$ cat config.mk
export PLATFORM = sky130hd
export DESIGN_NAME = id_ex_stage
export DESIGN_NICKNAME = d
export VERILOG_FILES = /design/src/rtl/cpu_pkg.sv /design/src/rtl/load_use_fsm.sv /design/src/rtl/id_ex_stage.sv
export SDC_FILE = /design/constraint.sdc
export NUM_CORES = 1
export LEC_CHECK = 0
export CAP_MARGIN = 20
export CORE_MARGIN = 2
export CORE_UTILIZATION = 40
export CTS_CLUSTER_SIZE = 28
export DETAILED_ROUTE_END_ITERATION = 6
export PLACE_DENSITY = 0.79
export SLEW_MARGIN = 10
export SYNTH_ARGS = -nofsm -noshare
export SYNTH_HDL_FRONTEND = slang
export SYNTH_SLANG_ARGS = --single-unit
$ cat constraint.sdc
create_clock -name clk -period 1.9 [get_ports clk]
set_input_delay 0.19 -clock clk [delete_from_list [all_inputs] [get_ports clk]]
set_output_delay 0.19 -clock clk [all_outputs]
set_load 0.02 [all_outputs]
$ cat src/rtl/cpu_pkg.sv
// cpu_pkg: shared constants and types for the pipeline slice.
//   DATA_W / REG_AW : datapath and register-address widths
//   NOP_INST        : encoding placed in ID/EX for a bubble
//   *_MSB / *_LSB   : instruction field positions (op, rd, rs, rt)
//   lu_state_e      : load-use stall controller states
//   f_rd/f_rs/f_rt  : instruction field extractors
package cpu_pkg;

  localparam int unsigned DATA_W = 16;
  localparam int unsigned REG_AW = 4;

  localparam logic [DATA_W-1:0] NOP_INST = 16'h0000;

  localparam int unsigned OP_MSB = 15;
  localparam int unsigned OP_LSB = 12;
  localparam int unsigned RD_MSB = 11;
  localparam int unsigned RD_LSB = 8;
  localparam int unsigned RS_MSB = 7;
  localparam int unsigned RS_LSB = 4;
  localparam int unsigned RT_MSB = 3;
  localparam int unsigned RT_LSB = 0;

  typedef enum logic [1:0] {
    ST_RUN    = 2'd0,
    ST_STALL1 = 2'd1,
    ST_STALL2 = 2'd2
  } lu_state_e;

  function automatic logic [REG_AW-1:0] f_rd(input logic [DATA_W-1:0] inst);
    return inst[RD_MSB:RD_LSB];
  endfunction

  function automatic logic [REG_AW-1:0] f_rs(input logic [DATA_W-1:0] inst);
    return inst[RS_MSB:RS_LSB];
  endfunction

  function automatic logic [REG_AW-1:0] f_rt(input logic [DATA_W-1:0] inst);
    return inst[RT_MSB:RT_LSB];
  endfunction

endpackage

$ cat src/rtl/load_use_fsm.sv
// load_use_fsm: load-use hazard detection and the two-bubble stall controller.
//   i_clk, i_rst_n      : clock, synchronous active-low reset
//   i_flush             : kill of the ID-stage instruction (highest priority)
//   i_rd/i_rs/i_rt_ifid : register fields of the instruction in ID
//   i_dmem_wen_id       : active-low store flag of the instruction in ID
//   i_rf_wen_idex, i_mem2reg_idex, i_rf_waddr_idex : instruction in EX
//   o_stall             : hold PC and IF/ID
//   o_bubble            : load a bubble into ID/EX on the next edge
module load_use_fsm
  import cpu_pkg::*;
(
  input  logic              i_clk,
  input  logic              i_rst_n,
  input  logic              i_flush,
  input  logic [REG_AW-1:0] i_rd_ifid,
  input  logic [REG_AW-1:0] i_rs_ifid,
  input  logic [REG_AW-1:0] i_rt_ifid,
  input  logic              i_dmem_wen_id,
  input  logic              i_rf_wen_idex,
  input  logic              i_mem2reg_idex,
  input  logic [REG_AW-1:0] i_rf_waddr_idex,
  output logic              o_stall,
  output logic              o_bubble
);

  lu_state_e r_state;
  lu_state_e w_next_state;
  logic      w_match;
  logic      w_hazard;
  logic      w_stall;
  logic      w_bubble;

  // rd is only a source operand for stores (dmem_wen active-low).
  always_comb begin
    w_match = (i_rf_waddr_idex == i_rs_ifid) ||
              (i_rf_waddr_idex == i_rt_ifid) ||
              (!i_dmem_wen_id && (i_rf_waddr_idex == i_rd_ifid));
  end

  // Detection only in RUN: during the stall states ID/EX holds bubbles.
  always_comb begin
    w_hazard = (r_state == ST_RUN) && i_rf_wen_idex && i_mem2reg_idex &&
               (i_rf_waddr_idex != '0) && w_match;
  end

  // Bubbles are issued on the edges leaving RUN (hazard) and STALL1; the
  // edge leaving STALL2 latches the dependent instruction, so a hazard
  // costs exactly two bubbles.
  always_comb begin
    w_next_state = r_state;
    w_stall      = 1'b0;
    w_bubble     = 1'b0;
    if (i_flush) begin
      w_next_state = ST_RUN;
      w_bubble     = 1'b1;
    end else begin
      case (r_state)
        ST_RUN: begin
          if (w_hazard) begin
            w_next_state = ST_STALL1;
            w_stall      = 1'b1;
            w_bubble     = 1'b1;
          end
        end
        ST_STALL1: begin
          w_next_state = ST_STALL2;
          w_stall      = 1'b1;
          w_bubble     = 1'b1;
        end
        ST_STALL2: begin
          w_next_state = ST_RUN;
        end
        default: begin
          w_next_state = ST_RUN;
          w_bubble     = 1'b1;
        end
      endcase
    end
  end

  always_ff @(posedge i_clk) begin
    if (!i_rst_n) begin
      r_state <= ST_RUN;
    end else begin
      r_state <= w_next_state;
    end
  end

  assign o_stall  = w_stall;
  assign o_bubble = w_bubble;

endmodule

$ cat src/rtl/id_ex_stage.sv
// id_ex_stage: ID/EX pipeline register with load-use stall insertion.
//   clk, rst_n         : clock, synchronous active-low reset
//   inst_ifid          : instruction in ID ([15:12] op, [11:8] rd, [7:4] rs, [3:0] rt)
//   rdata1_id/2_id     : register-file data for rs/rt
//   rf_wen_id, mem2reg_id : active-high decoder controls
//   dmem_wen_id        : active-low data-memory write enable
//   flush              : branch-taken kill of the ID instruction
//   *_idex             : registered instruction, operands and controls
//   rf_waddr_idex      : destination register of the EX instruction
//   stall              : hold PC and IF/ID
module id_ex_stage
  import cpu_pkg::*;
(
  input  logic              clk,
  input  logic              rst_n,
  input  logic [DATA_W-1:0] inst_ifid,
  input  logic [DATA_W-1:0] rdata1_id,
  input  logic [DATA_W-1:0] rdata2_id,
  input  logic              rf_wen_id,
  input  logic              mem2reg_id,
  input  logic              dmem_wen_id,
  input  logic              flush,
  output logic [DATA_W-1:0] inst_idex,
  output logic [DATA_W-1:0] rdata1_idex,
  output logic [DATA_W-1:0] rdata2_idex,
  output logic              rf_wen_idex,
  output logic              mem2reg_idex,
  output logic              dmem_wen_idex,
  output logic [REG_AW-1:0] rf_waddr_idex,
  output logic              stall
);

  logic [DATA_W-1:0] r_inst;
  logic [DATA_W-1:0] r_rdata1;
  logic [DATA_W-1:0] r_rdata2;
  logic              r_rf_wen;
  logic              r_mem2reg;
  logic              r_dmem_wen;
  logic              w_bubble;
  logic              w_stall;

  load_use_fsm u_load_use_fsm (
    .i_clk           (clk),
    .i_rst_n         (rst_n),
    .i_flush         (flush),
    .i_rd_ifid       (f_rd(inst_ifid)),
    .i_rs_ifid       (f_rs(inst_ifid)),
    .i_rt_ifid       (f_rt(inst_ifid)),
    .i_dmem_wen_id   (dmem_wen_id),
    .i_rf_wen_idex   (r_rf_wen),
    .i_mem2reg_idex  (r_mem2reg),
    .i_rf_waddr_idex (f_rd(r_inst)),
    .o_stall         (w_stall),
    .o_bubble        (w_bubble)
  );

  // A bubble is an instruction with no side effects: no register write,
  // no load, store disabled (active-low enable held high).
  always_ff @(posedge clk) begin
    if (!rst_n || w_bubble) begin
      r_inst     <= NOP_INST;
      r_rdata1   <= '0;
      r_rdata2   <= '0;
      r_rf_wen   <= 1'b0;
      r_mem2reg  <= 1'b0;
      r_dmem_wen <= 1'b1;
    end else begin
      r_inst     <= inst_ifid;
      r_rdata1   <= rdata1_id;
      r_rdata2   <= rdata2_id;
      r_rf_wen   <= rf_wen_id;
      r_mem2reg  <= mem2reg_id;
      r_dmem_wen <= dmem_wen_id;
    end
  end

  assign inst_idex     = r_inst;
  assign rdata1_idex   = r_rdata1;
  assign rdata2_idex   = r_rdata2;
  assign rf_wen_idex   = r_rf_wen;
  assign mem2reg_idex  = r_mem2reg;
  assign dmem_wen_idex = r_dmem_wen;
  assign rf_waddr_idex = f_rd(r_inst);
  assign stall         = w_stall;

endmodule

### Word level (Yosys, flattened, before mapping)

Cells that the tools add are included.

* register bits after elaboration: 53
* output and inout port bits: 56

* bitwise operators: 1
* muxes and demuxes: 7
* equality and inequality tests: 6
* reductions and logical operators: 13

Operators by type and width (number)
* 4-bit == test: 3
* 1-bit logical AND: 5
* 1-bit one-hot mux with 2 select lines: 2
* 2-bit one-hot mux with 2 select lines: 1
* 4-bit nonzero test: 1
* 1-bit logical OR: 3
* 1-bit 2-to-1 mux: 3
* 2-bit by 1-bit == test with 1-bit output (second input constant): 1
* 2-bit == test (second input constant): 1
* 1-bit zero test: 2
* 2-bit zero test: 1
* 2-bit 2-to-1 mux: 1
* 2-bit by 1-bit != test with 1-bit output (second input constant): 1
* 2-bit OR reduction: 1
* 1-bit inverter: 1

### Depth between registers and ports, before layout

* depth after elaboration: 9
* gate-level depth with buffers: 6
* mapped depth without buffers: 4

### By module

A second synthesis with hierarchy kept.

* cells, all modules: 148
* area, all modules: 1820.5 µm²

By module, submodules not included
* id_ex_stage: times used 1, sequential area each 1021.0 µm², area an instance 1560.2 µm², cells each 116
* load_use_fsm: times used 1, sequential area each 40.0 µm², area an instance 260.2 µm², cells each 32

### Worst setup path after synthesis

OpenSTA, ideal clock, no wires.

* path type: reg2out
* from: register r_inst[8], in the netlist inst_idex[8]
* to: output port stall
* arrival: 1.746 ns
* stages on the path, launching flop included: 5
* path buffers: 0
* slack: -0.036 ns
* data required time: 1.710 ns
* path through: dfxtp_1 -> nor4_1 -> nor4_2 -> o21ai_0 -> a211oi_1

* cells in the longest elaborated chain, start to end: 7

Ends and longest elaborated chain
* start, declared: RTL line id_ex_stage.sv:33 `logic [DATA_W-1:0] r_inst;`
* start signal, assigned: RTL line id_ex_stage.sv:68 `r_inst <= inst_ifid;`
* 4-bit == test (on tied branches): RTL line load_use_fsm.sv:35, load_use_fsm.sv:36, load_use_fsm.sv:37
* 1-bit logical OR / 1-bit logical AND (equally long branches): RTL line load_use_fsm.sv:35, load_use_fsm.sv:37
* 1-bit logical OR: RTL line load_use_fsm.sv:36 `(i_rf_waddr_idex == i_rt_ifid) ||`
* 1-bit logical AND (*): RTL line load_use_fsm.sv:43 `(i_rf_waddr_idex != '0) && w_match;`
* 1-bit 2-to-1 mux (*): RTL line load_use_fsm.sv:59 `if (w_hazard) begin`
* 1-bit one-hot mux with 2 select lines (*): RTL line load_use_fsm.sv:57 `case (r_state)`
* 1-bit 2-to-1 mux (*): RTL line load_use_fsm.sv:53 `if (i_flush) begin`
* end, declared: RTL line id_ex_stage.sv:30 `output logic stall`

Every way passes the cells marked *; elsewhere a longest branch is shown, timed or not.

### Final worst setup path

* from: register r_inst[9], in the netlist inst_idex[9]
* to: output port stall

The elaborated chain is that of the path after synthesis.

==> flow_summary.yaml <==
timing:
  fin_skew_ns: 0.0102
  fin_crit_ns: 1.96
  timing.fmax_ghz: 0.510
  hold_ws_ns: 0.429
  relSlewSlack: 0.474
  period_share: 1.03
  fin_ws_ns: -0.0600
  worst_pin_slew_ns: 0.789
  hold_violations: 0
  setup_viol: 1
  slew_violations: 0
  rsz0062_at_grt: "true"
cts:
  clk_path_buf_depth: 2
  cts_buffers: 5
  cts_tree: "done"
  clkSinkCount: 53
  clk_pin_slew_ns: 0.09
  h-tree-depth: 2
  cts_root_buffer: "clkbuf_8"
  clkLatencyLatePin_ns: 0.30
critical_path:
  crit_fanout: 4
  end_kind: "output port"
  crit_family: "flip-flops"
  cp_slowest_cell: "dfxtp_4"
  rr_endpoint: "inst_idex[11]"
  cp.arrival_ns: 1.77
  crit_type: "reg -> out"
  worstReg2RegStart: "inst_idex[11]"
  cp_num_buf_inv: 2
  r2r_slack_ns: 0.03
  slowest_delay_ns: 0.38
  worstPathRequired_ns: 1.71
  path_cells: "buf_6 -> xor2_2 -> nor3_2 -> a31oi_2 -> a211oi_2 -> buf_4"
  startpoint_type: "flop"
  worst_r2r_path_depth: 8
logic_synthesis:
  synth_area_per_cell_sq_um: 10.8
  ys_seq_area_frac: 0.472
  ys_ff_latch: 53
  synth_area_sq_um: 2250
  synth_warnings: 0
  synth_fp_nets: 263
  synth_cell_types: 21
  syn_inst: 209
grt:
  met3_usage: 0.0591
  antenna_found_initial: 0
  grt_first_pass_wirelength_um: 8810
  grt_max_degree: 52
  grt_util_met2: 0.314
  grt.busiest_layer: "met2"
  grtUsageTotal: 0.180
  met1_usage: 0.207
  grt_pass1_vias: 1852
  grt_overflow: 0
power:
  p_comb_frac: 0.222
  irDropWorstVdd_uv: 344
  clockPowerShare: 0.265
  p_int_mw: 1.68
  power.net_switching_mw: 0.596
  p_per_area_nw_per_um2: 616
  p_leak_nw: 1.32
  share_seq_of_total_power: 0.513
  switching_share: 0.262
final_layout:
  syn_to_final_growth_pct: 64.4
  insertedDiodeCount: 0
  stdcell_count: 397
  fin_util: 0.675
  fillers: 441
  nNetsFinal: 378
  layout_common_cells: "clkdlybuf4s50_1 (107), nand2_1 (51), a211oi_2 (51)"
  final_area_sq_um: 3690
  drive_above_1_share: 0.320
  layout_commonest_cell: "clkdlybuf4s50_1"
placement:
  dp_hpwl_um: 3780
  numPlacedInstances: 382
  gp_congestion: 0.873
  io_buffers: 109
  place_area_sq_um: 3460
drt:
  wl_per_cell_um: 14.1
  drt-initial-drc-count: 64
  drt_first_pass_iters: 4
  drtAntennaViolNets: 0
  drc_errors: 0
  via_per_inst: 4.83
  vias: 1919
  routed_wl_um: 5610
min_path:
  min_to: "rdata2_idex[1]"
  hp-start: "rdata2_id[1]"
  hold_depth: 3
  min_path_type: "in -> reg"
job:
  drv_cap: 0
floorplan:
  core.rowCount: 27
  die-area_sq_um: 6230
  start_util: 0.411
  io_pins: 110
  dieWidth_um: 79.0
  die_h_um: 79.0
  core_sq_um: 5470
status:
  status: "finished with violations"
  violations: "negative setup slack"
## power by group through the flow
| stage | Combinational (mW) | Sequential [mW] | Clock (mW) |
|---|---|---|---|
| final | 0.504 | 1.17 | 0.603 |
| after global routing | 0.536 | 1.17 | 0.674 |
| after CTS | 0.490 | 1.17 | 0.620 |
| after detailed placement | 0.477 | 1.20 | 0 |
| after global placement | 0.473 | 1.19 | 0 |
| after floorplan | 0.175 | 1.25 | 0 |
## sequential cells by signal (all words and copies together) (netlist names)
| signal | cells |
|---|---|
| dmem_wen_idex | 1 |
| inst_idex | 16 |
| mem2reg_idex | 1 |
| rdata1_idex | 16 |
| rdata2_idex | 16 |
| rf_wen_idex | 1 |
| u_load_use_fsm.r_state | 2 |
## area by class of cell
type / instances / area, sq um / share of cell area
timing repair buffer: 135 / 1310 / 0.355
multi-input combinational: 129 / 1140 / 0.307
sequential: 53 / 1070 / 0.291
tap: 72 / 90.1 / 0.0244
clock buffer: 6 / 72.6 / 0.0196
clock inverter: 2 / 10.0 / 0.00271
## layer usage
layer | wire length, um | part of all wire | vias to the layer above
met1 | 2270 | 0.40 | 899
met2 | 2880 | 0.51 | 62
met5 | 0 | 0 | -
li1 | - | - | 949
met3 | 353 | 0.063 | 9
met4 | 111 | 0.020 | 0
## through the flow
stage | total power, mW | worst slack (ns) | setup TNS, ns
after global placement | 1.67 | -0.453 | -0.972
after detailed placement | 1.67 | -0.519 | -2.69
after CTS | 2.28 | -0.0253 | -0.0253
after floorplan | 1.43 | 0.125 | 0
after global routing | 2.38 | -0.133 | -1.43
final | 2.27 | -0.0600 | -0.0600
## logic make-up (layout without fill, tap and decap cells)
kind of cell | count (synthesis) | in the layout | share of synthesized area
xor gates and xnor gates | 12 | 12 | 0.0468
and+or+nand+nor | 63 | 63 | 0.119
buffers and inverters | 27 | 143 | 0.0718
AOI/OAI and AO/OA | 54 | 54 | 0.291
DFF | 53 | 53 | 0.472
## worst register-to-register path: stages, from the launching register on
cell and delay (ns):
dfxtp_4 0.38, buf_4 0.15, xor2_2 0.16, nor3_2 0.07, buf_4 0.13, buf_4 0.12, a211o_2 0.35, buf_12 0.20
a211oi_2 0.24
## cell usage after synthesis, drive strengths merged
cell type	instances	share of area
a211o	1	0.0039
a211oi	51	0.28
a31oi	1	0.0028
and3	1	0.0028
buf	15	0.052
clkbuf	12	0.020
dfxtp	53	0.47
nand2	51	0.085
nand2b	1	0.0028
nand3	1	0.0022
nor2	2	0.0033
nor2b	1	0.0028
nor3	1	0.0022
nor3b	1	0.0033
nor4	4	0.014
o21ai	1	0.0022
xor2	12	0.047
## worst max-delay path by stage
stage	slack, ns	start	cells past startpoint	to
detailed placement	-0.52	inst_ifid[5]	6	stall
finish	-0.06	inst_idex[9]	6	stall
CTS	-0.03	inst_idex[10]	5	stall
floorplan	0.13	inst_idex[8]	4	stall
global route	-0.13	inst_idex[9]	6	stall
global placement	-0.45	inst_ifid[5]	6	stall
## timing repair
action                     4_1_cts  5_1_grt
hold buffers                     0        0
pin swaps                        7        5
buffers inserted                 1        6
setup endpoints to repair        1       34
gates resized for setup         19        9
Power figures use the tool's default switching activity.
